## config.mk

```make
export PLATFORM = sky130hd
export DESIGN_NAME = wb_memory_probe_flat
export DESIGN_NICKNAME = d
export VERILOG_FILES = /design/src/rtl/wb_memory_probe_pkg.sv /design/src/rtl/wb_memory_probe_if.sv /design/src/rtl/wb_memory_probe_sync_edge_detect.sv /design/src/rtl/wb_memory_probe.sv /design/src/flat_wrapper.sv
export SDC_FILE = /design/constraint.sdc
export NUM_CORES = 1
export LEC_CHECK = 0
export ABC_AREA = 1
export BUFFER_PORTS_ARGS = -buffer_cell sky130_fd_sc_hd__buf_4
export CAP_MARGIN = 20
export CORE_MARGIN = 10
export CORE_UTILIZATION = 55
export DETAILED_ROUTE_END_ITERATION = 8
export MAX_ROUTING_LAYER = met4
export PLACE_DENSITY = 0.8
export SETUP_SLACK_MARGIN = 0.5
export SLEW_MARGIN = 10
export SYNTH_ARGS = -nofsm -noshare
export SYNTH_HDL_FRONTEND = slang
export SYNTH_SLANG_ARGS = --single-unit
export TNS_END_PERCENT = 1
```

## constraint.sdc

```tcl
create_clock -name clk_i -period 1.95 [get_ports clk_i]
set_input_delay 0.0975 -clock clk_i [delete_from_list [all_inputs] [get_ports clk_i]]
set_output_delay 0.0975 -clock clk_i [all_outputs]
set_load 0.01 [all_outputs]
```

## src/rtl/wb_memory_probe_pkg.sv

```systemverilog
// Shared types for the Wishbone memory probe: state encodings and command codes.
package memory_probe_pkg;

    typedef logic [1:0] state_t;

    localparam state_t ST_IDLE = 2'd0;
    localparam state_t ST_RD   = 2'd1;
    localparam state_t ST_WR   = 2'd2;
    localparam state_t ST_GAP  = 2'd3;

    typedef enum logic [1:0] {
        CMD_LATCH_ADDR = 2'b00,
        CMD_READ       = 2'b01,
        CMD_WRITE      = 2'b10,
        CMD_FILL       = 2'b11
    } cmd_t;

endpackage

```

## src/rtl/wb_memory_probe_if.sv

```systemverilog
// Wishbone classic bus bundle between the probe (master) and the memory (slave).
interface wb_memory_probe_if #(
    parameter int DW = 16,
    parameter int AW = 15
);
    logic            ack_i;
    logic [DW-1:0]   dat_i;
    logic            we_o;
    logic            stb_o;
    logic            cyc_o;
    logic [DW/8-1:0] sel_o;
    logic [AW-1:0]   adr_o;
    logic [DW-1:0]   dat_o;

    modport master (
        input  ack_i, dat_i,
        output we_o, stb_o, cyc_o, sel_o, adr_o, dat_o
    );

    modport slave (
        output ack_i, dat_i,
        input  we_o, stb_o, cyc_o, sel_o, adr_o, dat_o
    );
endinterface

```

## src/rtl/wb_memory_probe_sync_edge_detect.sv

```systemverilog
// Multi-flop synchroniser for an asynchronous button, emitting a one-cycle pulse per rising edge.
module sync_edge_detect #(
    parameter int STAGES = 2
) (
    input  logic clk,
    input  logic rst,
    input  logic level,
    output logic pulse
);
    logic [STAGES-1:0] sync_r;
    logic              sync_q;

    always_ff @(posedge clk or posedge rst) begin
        if (rst) begin
            sync_r <= '0;
            sync_q <= 1'b0;
        end else begin
            sync_r <= {sync_r[STAGES-2:0], level};
            sync_q <= sync_r[STAGES-1];
        end
    end

    assign pulse = sync_r[STAGES-1] & ~sync_q;
endmodule

```

## src/rtl/wb_memory_probe.sv

```systemverilog
// Button-driven Wishbone classic master for memory bring-up: latch address, read, write, burst fill.
module wb_memory_probe
    import memory_probe_pkg::*;
#(
    parameter int DW          = 16,
    parameter int AW          = 15,
    parameter int FILL_LEN    = 8,
    parameter int TIMEOUT     = 255,
    parameter int SYNC_STAGES = 2
) (
    input  logic          clk_i,
    input  logic          rst_i,
    input  logic          action_i,
    input  logic [1:0]    cmd_i,
    input  logic          auto_inc_i,
    input  logic [DW-1:0] data_i,
    output logic [DW-1:0] data_o,
    output logic [1:0]    state_o,
    output logic          busy_o,
    output logic          err_o,
    wb_memory_probe_if.master wb
);
    localparam int CW = $clog2(TIMEOUT + 1);
    localparam int BW = $clog2(FILL_LEN + 1);

    state_t          state;
    logic            go;
    logic [AW-1:0]   adr;
    logic [DW-1:0]   dat;
    logic [CW-1:0]   wait_cnt;
    logic [BW-1:0]   beats_left;
    logic            fill;
    logic            in_xfer;
    logic            ack;
    logic            expire;
    logic            more_beats;

    sync_edge_detect #(.STAGES(SYNC_STAGES)) u_sync (
        .clk   (clk_i),
        .rst   (rst_i),
        .level (action_i),
        .pulse (go)
    );

    assign in_xfer    = (state == ST_RD) || (state == ST_WR);
    assign ack        = in_xfer && wb.ack_i;
    // A late ack on the final wait cycle still completes the transfer normally.
    assign expire     = in_xfer && !wb.ack_i && (wait_cnt == CW'(TIMEOUT - 1));
    assign more_beats = fill && (beats_left != '0);

    always_ff @(posedge clk_i or posedge rst_i) begin
        if (rst_i) begin
            state <= ST_IDLE;
        end else begin
            case (state)
                ST_IDLE: if (go) begin
                    case (cmd_t'(cmd_i))
                        CMD_READ:              state <= ST_RD;
                        CMD_WRITE, CMD_FILL:   state <= ST_WR;
                        default:               state <= ST_IDLE;
                    endcase
                end
                ST_RD:   if (ack || expire) state <= ST_IDLE;
                ST_WR: begin
                    if (ack)         state <= more_beats ? ST_GAP : ST_IDLE;
                    else if (expire) state <= ST_IDLE;
                end
                default: state <= ST_WR;
            endcase
        end
    end

    always_ff @(posedge clk_i or posedge rst_i) begin
        if (rst_i) begin
            data_o     <= '0;
            adr        <= '0;
            dat        <= '0;
            err_o      <= 1'b0;
            wait_cnt   <= '0;
            beats_left <= '0;
            fill       <= 1'b0;
        end else begin
            case (state)
                ST_IDLE: begin
                    wait_cnt <= '0;
                    if (go) begin
                        err_o <= 1'b0;
                        case (cmd_t'(cmd_i))
                            CMD_LATCH_ADDR: begin
                                adr    <= data_i[AW-1:0];
                                data_o <= data_i;
                            end
                            CMD_WRITE: dat <= data_i;
                            CMD_FILL: begin
                                dat        <= data_i;
                                beats_left <= BW'(FILL_LEN - 1);
                                fill       <= 1'b1;
                            end
                            default: ;
                        endcase
                    end
                end
                ST_RD, ST_WR: begin
                    if (ack) begin
                        if (state == ST_RD) begin
                            data_o <= wb.dat_i;
                            if (auto_inc_i) adr <= adr + AW'(1);
                        end else begin
                            data_o <= dat;
                            if (more_beats) begin
                                adr        <= adr + AW'(1);
                                dat        <= dat + DW'(1);
                                beats_left <= beats_left - BW'(1);
                            end else begin
                                if (auto_inc_i) adr <= adr + AW'(1);
                                fill <= 1'b0;
                            end
                        end
                    end else if (expire) begin
                        err_o <= 1'b1;
                        fill  <= 1'b0;
                    end else begin
                        wait_cnt <= wait_cnt + CW'(1);
                    end
                end
                default: wait_cnt <= '0;
            endcase
        end
    end

    assign wb.cyc_o = (state != ST_IDLE);
    assign wb.stb_o = in_xfer;
    assign wb.we_o  = (state == ST_WR) || (state == ST_GAP);
    assign wb.sel_o = '1;
    assign wb.adr_o = adr;
    assign wb.dat_o = dat;
    assign state_o  = state;
    assign busy_o   = (state != ST_IDLE);
endmodule
```

## src/flat_wrapper.sv

```systemverilog
// flat-port wrapper written by rule: the top's interface ports become plain ports
module wb_memory_probe_flat import memory_probe_pkg::*;
#(
    parameter int DW          = 16,
    parameter int AW          = 15,
    parameter int FILL_LEN    = 8,
    parameter int TIMEOUT     = 255,
    parameter int SYNC_STAGES = 2
)
  (clk_i, rst_i, action_i, cmd_i, auto_inc_i, data_i, data_o, state_o, busy_o, err_o, wb_ack_i, wb_dat_i, wb_we_o, wb_stb_o, wb_cyc_o, wb_sel_o, wb_adr_o, wb_dat_o);
  wb_memory_probe_if #(.DW(DW), .AW(AW)) wb_i ();
  input  logic clk_i;
  input  logic rst_i;
  input  logic action_i;
  input  logic [1:0] cmd_i;
  input  logic auto_inc_i;
  input  logic [DW-1:0] data_i;
  output logic [DW-1:0] data_o;
  output logic [1:0] state_o;
  output logic busy_o;
  output logic err_o;
  input wire logic [$bits(wb_i.ack_i)-1:0] wb_ack_i;
  input wire logic [$bits(wb_i.dat_i)-1:0] wb_dat_i;
  output wire logic [$bits(wb_i.we_o)-1:0] wb_we_o;
  output wire logic [$bits(wb_i.stb_o)-1:0] wb_stb_o;
  output wire logic [$bits(wb_i.cyc_o)-1:0] wb_cyc_o;
  output wire logic [$bits(wb_i.sel_o)-1:0] wb_sel_o;
  output wire logic [$bits(wb_i.adr_o)-1:0] wb_adr_o;
  output wire logic [$bits(wb_i.dat_o)-1:0] wb_dat_o;
  assign wb_i.ack_i = wb_ack_i;
  assign wb_i.dat_i = wb_dat_i;
  assign wb_we_o = wb_i.we_o;
  assign wb_stb_o = wb_i.stb_o;
  assign wb_cyc_o = wb_i.cyc_o;
  assign wb_sel_o = wb_i.sel_o;
  assign wb_adr_o = wb_i.adr_o;
  assign wb_dat_o = wb_i.dat_o;
  wb_memory_probe #(.DW(DW), .AW(AW), .FILL_LEN(FILL_LEN), .TIMEOUT(TIMEOUT), .SYNC_STAGES(SYNC_STAGES)) u_core (.clk_i(clk_i), .rst_i(rst_i), .action_i(action_i), .cmd_i(cmd_i), .auto_inc_i(auto_inc_i), .data_i(data_i), .data_o(data_o), .state_o(state_o), .busy_o(busy_o), .err_o(err_o), .wb(wb_i));
endmodule
```

==> run_results.csv <==
group,metric,value,unit
placement,hpwl,9680,µm
synthesis,synth_cell_type_count,42,
worst_setup_path,r2r_slack,0.25,ns
clocking,ctsLongestPathBuffers,2,
die,die_height,108,µm
clocking,cts_root_buf,"clkbuf_8",
sta,report.final.slew_viol_count,0,
final_layout,num_antenna_cells,0,
worst_setup_path,r2r_cells,11,
grt,gr-total-overflow,0,
drt,vias,4586,
worst_setup_path,cpPeakStageDelay,0.39,ns
synthesis,syn_area,4240,µm²
power_and_ir_drop,power_frac_clock,10.1,%
worst_setup_path,reg2reg_to,"u_core.state_o[0]",
die,start_util,57.6,%
synthesis,syn_inst,598,
worst_setup_path,path_class,"reg2reg",
placement,numPortBuffers,92,
worst_setup_path,path_cells,"inv_2, ha_4, inv_2, nor2_4, nand4_4, nand2_2, inv_2, o21ai_2, nand2_1, nand2_1, nand2_1",
worst_setup_path,worstSetupStartpointType,"flip-flop",
grt,antenna_found_initial,0,
sta,whs,0.0513,ns
placement,dpl_cell_area,5030,µm²
power_and_ir_drop,netSwitchingPower,5.20,mW
sta,setup_violations,0,
sta,finalHoldViolations,0,
min_path,hold_class,"in2reg",
sta,min_period,1.70,ns
die,die_x,108,µm
sta,timing.final.ws_setup,0.255,ns
drt,wl,13700,µm
final_layout,syn_to_final_growth,30.3,%
clocking,cts_buffers,9,
grt,grtUsageTotal,24.5,%
worst_setup_path,crit_fanout,4,
grt,grt_pass1_wl,22300,µm
flow_run,cap_violations,0,
worst_setup_path,startpoint,"u_core.state_o[0]",
sta,final.setup.tns,0,ns
worst_setup_path,crit_end,"u_core.state_o[0]",
worst_setup_path,cp.arrival,1.93,ns
sta,rsz0062_at_grt,"true",
drt,final_antenna_net_count,0,
worst_setup_path,cp_top_family,"simple AND/OR/NAND/NOR gates",
synthesis,postSynth.asyncResetShare,100,%
synthesis,synth.ff_latch_count,66,
die,io_pins,95,
worst_setup_path,cp_slowest_cell,"dfrtp_2",
die,dieArea,11600,µm²
sta,slew_headroom,55.5,%
worst_setup_path,crit_cells,11,
final_layout,drive_above_1_share,26.6,%
sta,finalCritPeriodShare,86.9,%
final_layout,n_fill_cell,575,
synthesis,ys_seq_area_share,38.9,%
power_and_ir_drop,power-per-cell-area,1890,nW/µm²
power_and_ir_drop,seqPwrFrac,25.4,%
worst_setup_path,crit_required,2.19,ns
synthesis,synth_edf_count,0,
worst_setup_path,crit_buf_inv,3,
clocking,clkLatencyLatePin,0.35,ns
clocking,cts.sinks,66,
drt,wl_per_cell,16.9,µm
final_layout,fin_nets,760,
power_and_ir_drop,switching_share,49.8,%
power_and_ir_drop,p_leak,2.78,nW
drt,viasPerCell,5.63,
power_and_ir_drop,power.internal,5.23,mW
synthesis,synth_flop_cell,"dfrtp_1",
final_layout,design_area,5530,µm²
die,core,7370,µm²
power_and_ir_drop,pwr-share-comb,64.5,%
drt,drt_first_iter_violations,342,
sta,clock_skew,0.0111,ns
final_layout,multi_input_area,2270,µm²
grt,grt_max_degree,29,
power_and_ir_drop,ir_worst_vdd,1.03,mV
die,rows,31,
clocking,tritoncts,"built",
outcome,outcome,"complete, no violations",
worst_setup_path,cp-end-kind,"flip-flop",
placement,gp_congestion,0.956,
synthesis,synth_area_per_cell,7.09,µm²
drt,drtPass1Iterations,5,
synthesis,ys_warn_count,0,
sta,tightest_slew,0.666,ns
sta,timing.fmax,590,MHz
clocking,path_clk_slew,0.08,ns
clocking,htree_levels,3,
grt,grt_pass1_vias,4414,
worst_setup_path,worstReg2RegStart,"u_core.state_o[0]",
drt,drc,0,
final_layout,seqCellArea,1650,µm²
placement,detailedPlace.worstSlack,0.149,ns
==> registers in the layout, summed over array words and instances, names as in the netlist <==
register and count:
u_core.u_sync.sync_r 2, u_core.err_o 1, u_core.wait_cnt 8, u_core.state_o 2, u_core.wb.adr_o 15, u_core.u_sync.sync_q 1
u_core.wb.dat_o 16, u_core.beats_left 4, u_core.fill 1, u_core.data_o 16
==> worst min path at each step <==
stage                          start                 endpoint  slack (ns)  cells past startpoint
after floorplan             action_i  u_core.u_sync.sync_r[0]        0.13                      0
after global placement      action_i  u_core.u_sync.sync_r[0]        0.21                      1
after detailed placement    action_i  u_core.u_sync.sync_r[0]        0.21                      1
after CTS                 data_i[15]        u_core.data_o[15]        0.04                      3
after global routing      data_i[15]        u_core.data_o[15]        0.05                      3
final                     data_i[15]        u_core.data_o[15]        0.05                      3
==> layout by cell type, fill, tap and decap left out, types with 2 or more instances in the layout <==
cell           netlist  layout
buf_6                2       5
nand3_1             39      39
nand2_8              0       2
buf_12               0       2
a21oi_2              5       8
a22oi_1              2       2
nor2_2               2       3
dlygate4sd3_1        0       2
o21ai_0             53      48
nand3_4              0       2
inv_2                3       9
dfrtp_1             66      64
nand4_1              5       5
nor2_4               1       3
nand2_4              3       5
inv_1               79      72
xor2_1               6       6
buf_4                6     109
ha_4                 0       2
a21oi_1             55      52
clkbuf_8             0      11
o211ai_1             2       2
clkinv_2             0       3
a31oi_1              2       2
nor3_1               4       4
nand2_2              4       7
o21ai_1              2       7
ha_1                10       5
conb_1               1       2
nor2_1              82      79
nand2_1            133     129
ha_2                 0       3
dfrtp_2              0       2
==> kinds of logic after synthesis <==
kind of cell	after synthesis	synth area share (%)
buf+inv	106	11.2
xor+xnor	6	1.24
fa+ha+maj	10	2.95
flops	66	38.9
simple gates	281	28.6
other cells	1	0.0884
compound gates	128	16.9
==> stage by stage <==
step / total power, mW / cells / util, %
floorplan: 6.40 / 599 / -
global placement: 8.22 / 780 / 68.2
detailed placement: 8.38 / 780 / 68.2
CTS: 10.3 / 814 / 74.8
global route: 11.2 / 814 / 75.0
finish: 10.4 / 814 / 75.0
==> routing by layer <==
metal	track usage (%)	share of wire [%]	vias to the layer above
li1	-	-	2144
met1	31.4	41	2160
met2	36.4	47	230
met3	4.43	7.9	52
met4	12.3	4.0	0
met5	-	0	-
==> what timing repair did <==
item,CTS,global route
hold endpoints to repair,27,0
setup buffers,12,0
hold buffers,2,0
gates resized for setup,39,6
setup endpoints to repair,67,65
pin swaps,9,2
gates cloned,5,0
==> power groups by stage <==
stage | clock [mW] | combinational [mW] | sequential [mW]
floorplan | 0 | 3.66 | 2.74
global placement | 0 | 5.61 | 2.61
detailed placement | 0 | 5.75 | 2.63
CTS | 1.06 | 6.60 | 2.62
global route | 1.11 | 7.38 | 2.73
finish | 1.05 | 6.72 | 2.65
==> worst min-delay path, cell delays in order <==
cell     delay, ns
buf_4         0.11
nand2_1       0.06
a31oi_1       0.09
==> synth_stat cells (3+ instances only) <==
cell,count,share of area (%)
nor2_1,82,7.3
dfrtp_1,66,39
inv_1,79,7.0
o21ai_0,53,6.3
xor2_1,6,1.2
nand2_2,4,0.59
nand3_2,3,0.71
a21oi_1,55,6.5
a21oi_2,5,1.0
clkbuf_1,3,0.27
buf_2,9,1.1
nor3_1,4,0.47
nand2_4,3,0.80
buf_4,6,1.1
inv_2,3,0.27
nand4_1,5,0.74
ha_1,10,2.9
nand2_1,133,12
nand3_1,39,4.6
==> layout make-up <==
cell class	count	share of cell area, %
multi-input combinational	430	41.1
sequential	66	29.9
timing repair buffer	119	17.5
inverter	84	6.00
clock buffer	12	2.81
tap	99	2.24
clock inverter	3	0.272
timing repair inverter	1	0.113
No activity file was read; power rests on OpenSTA's default activity.
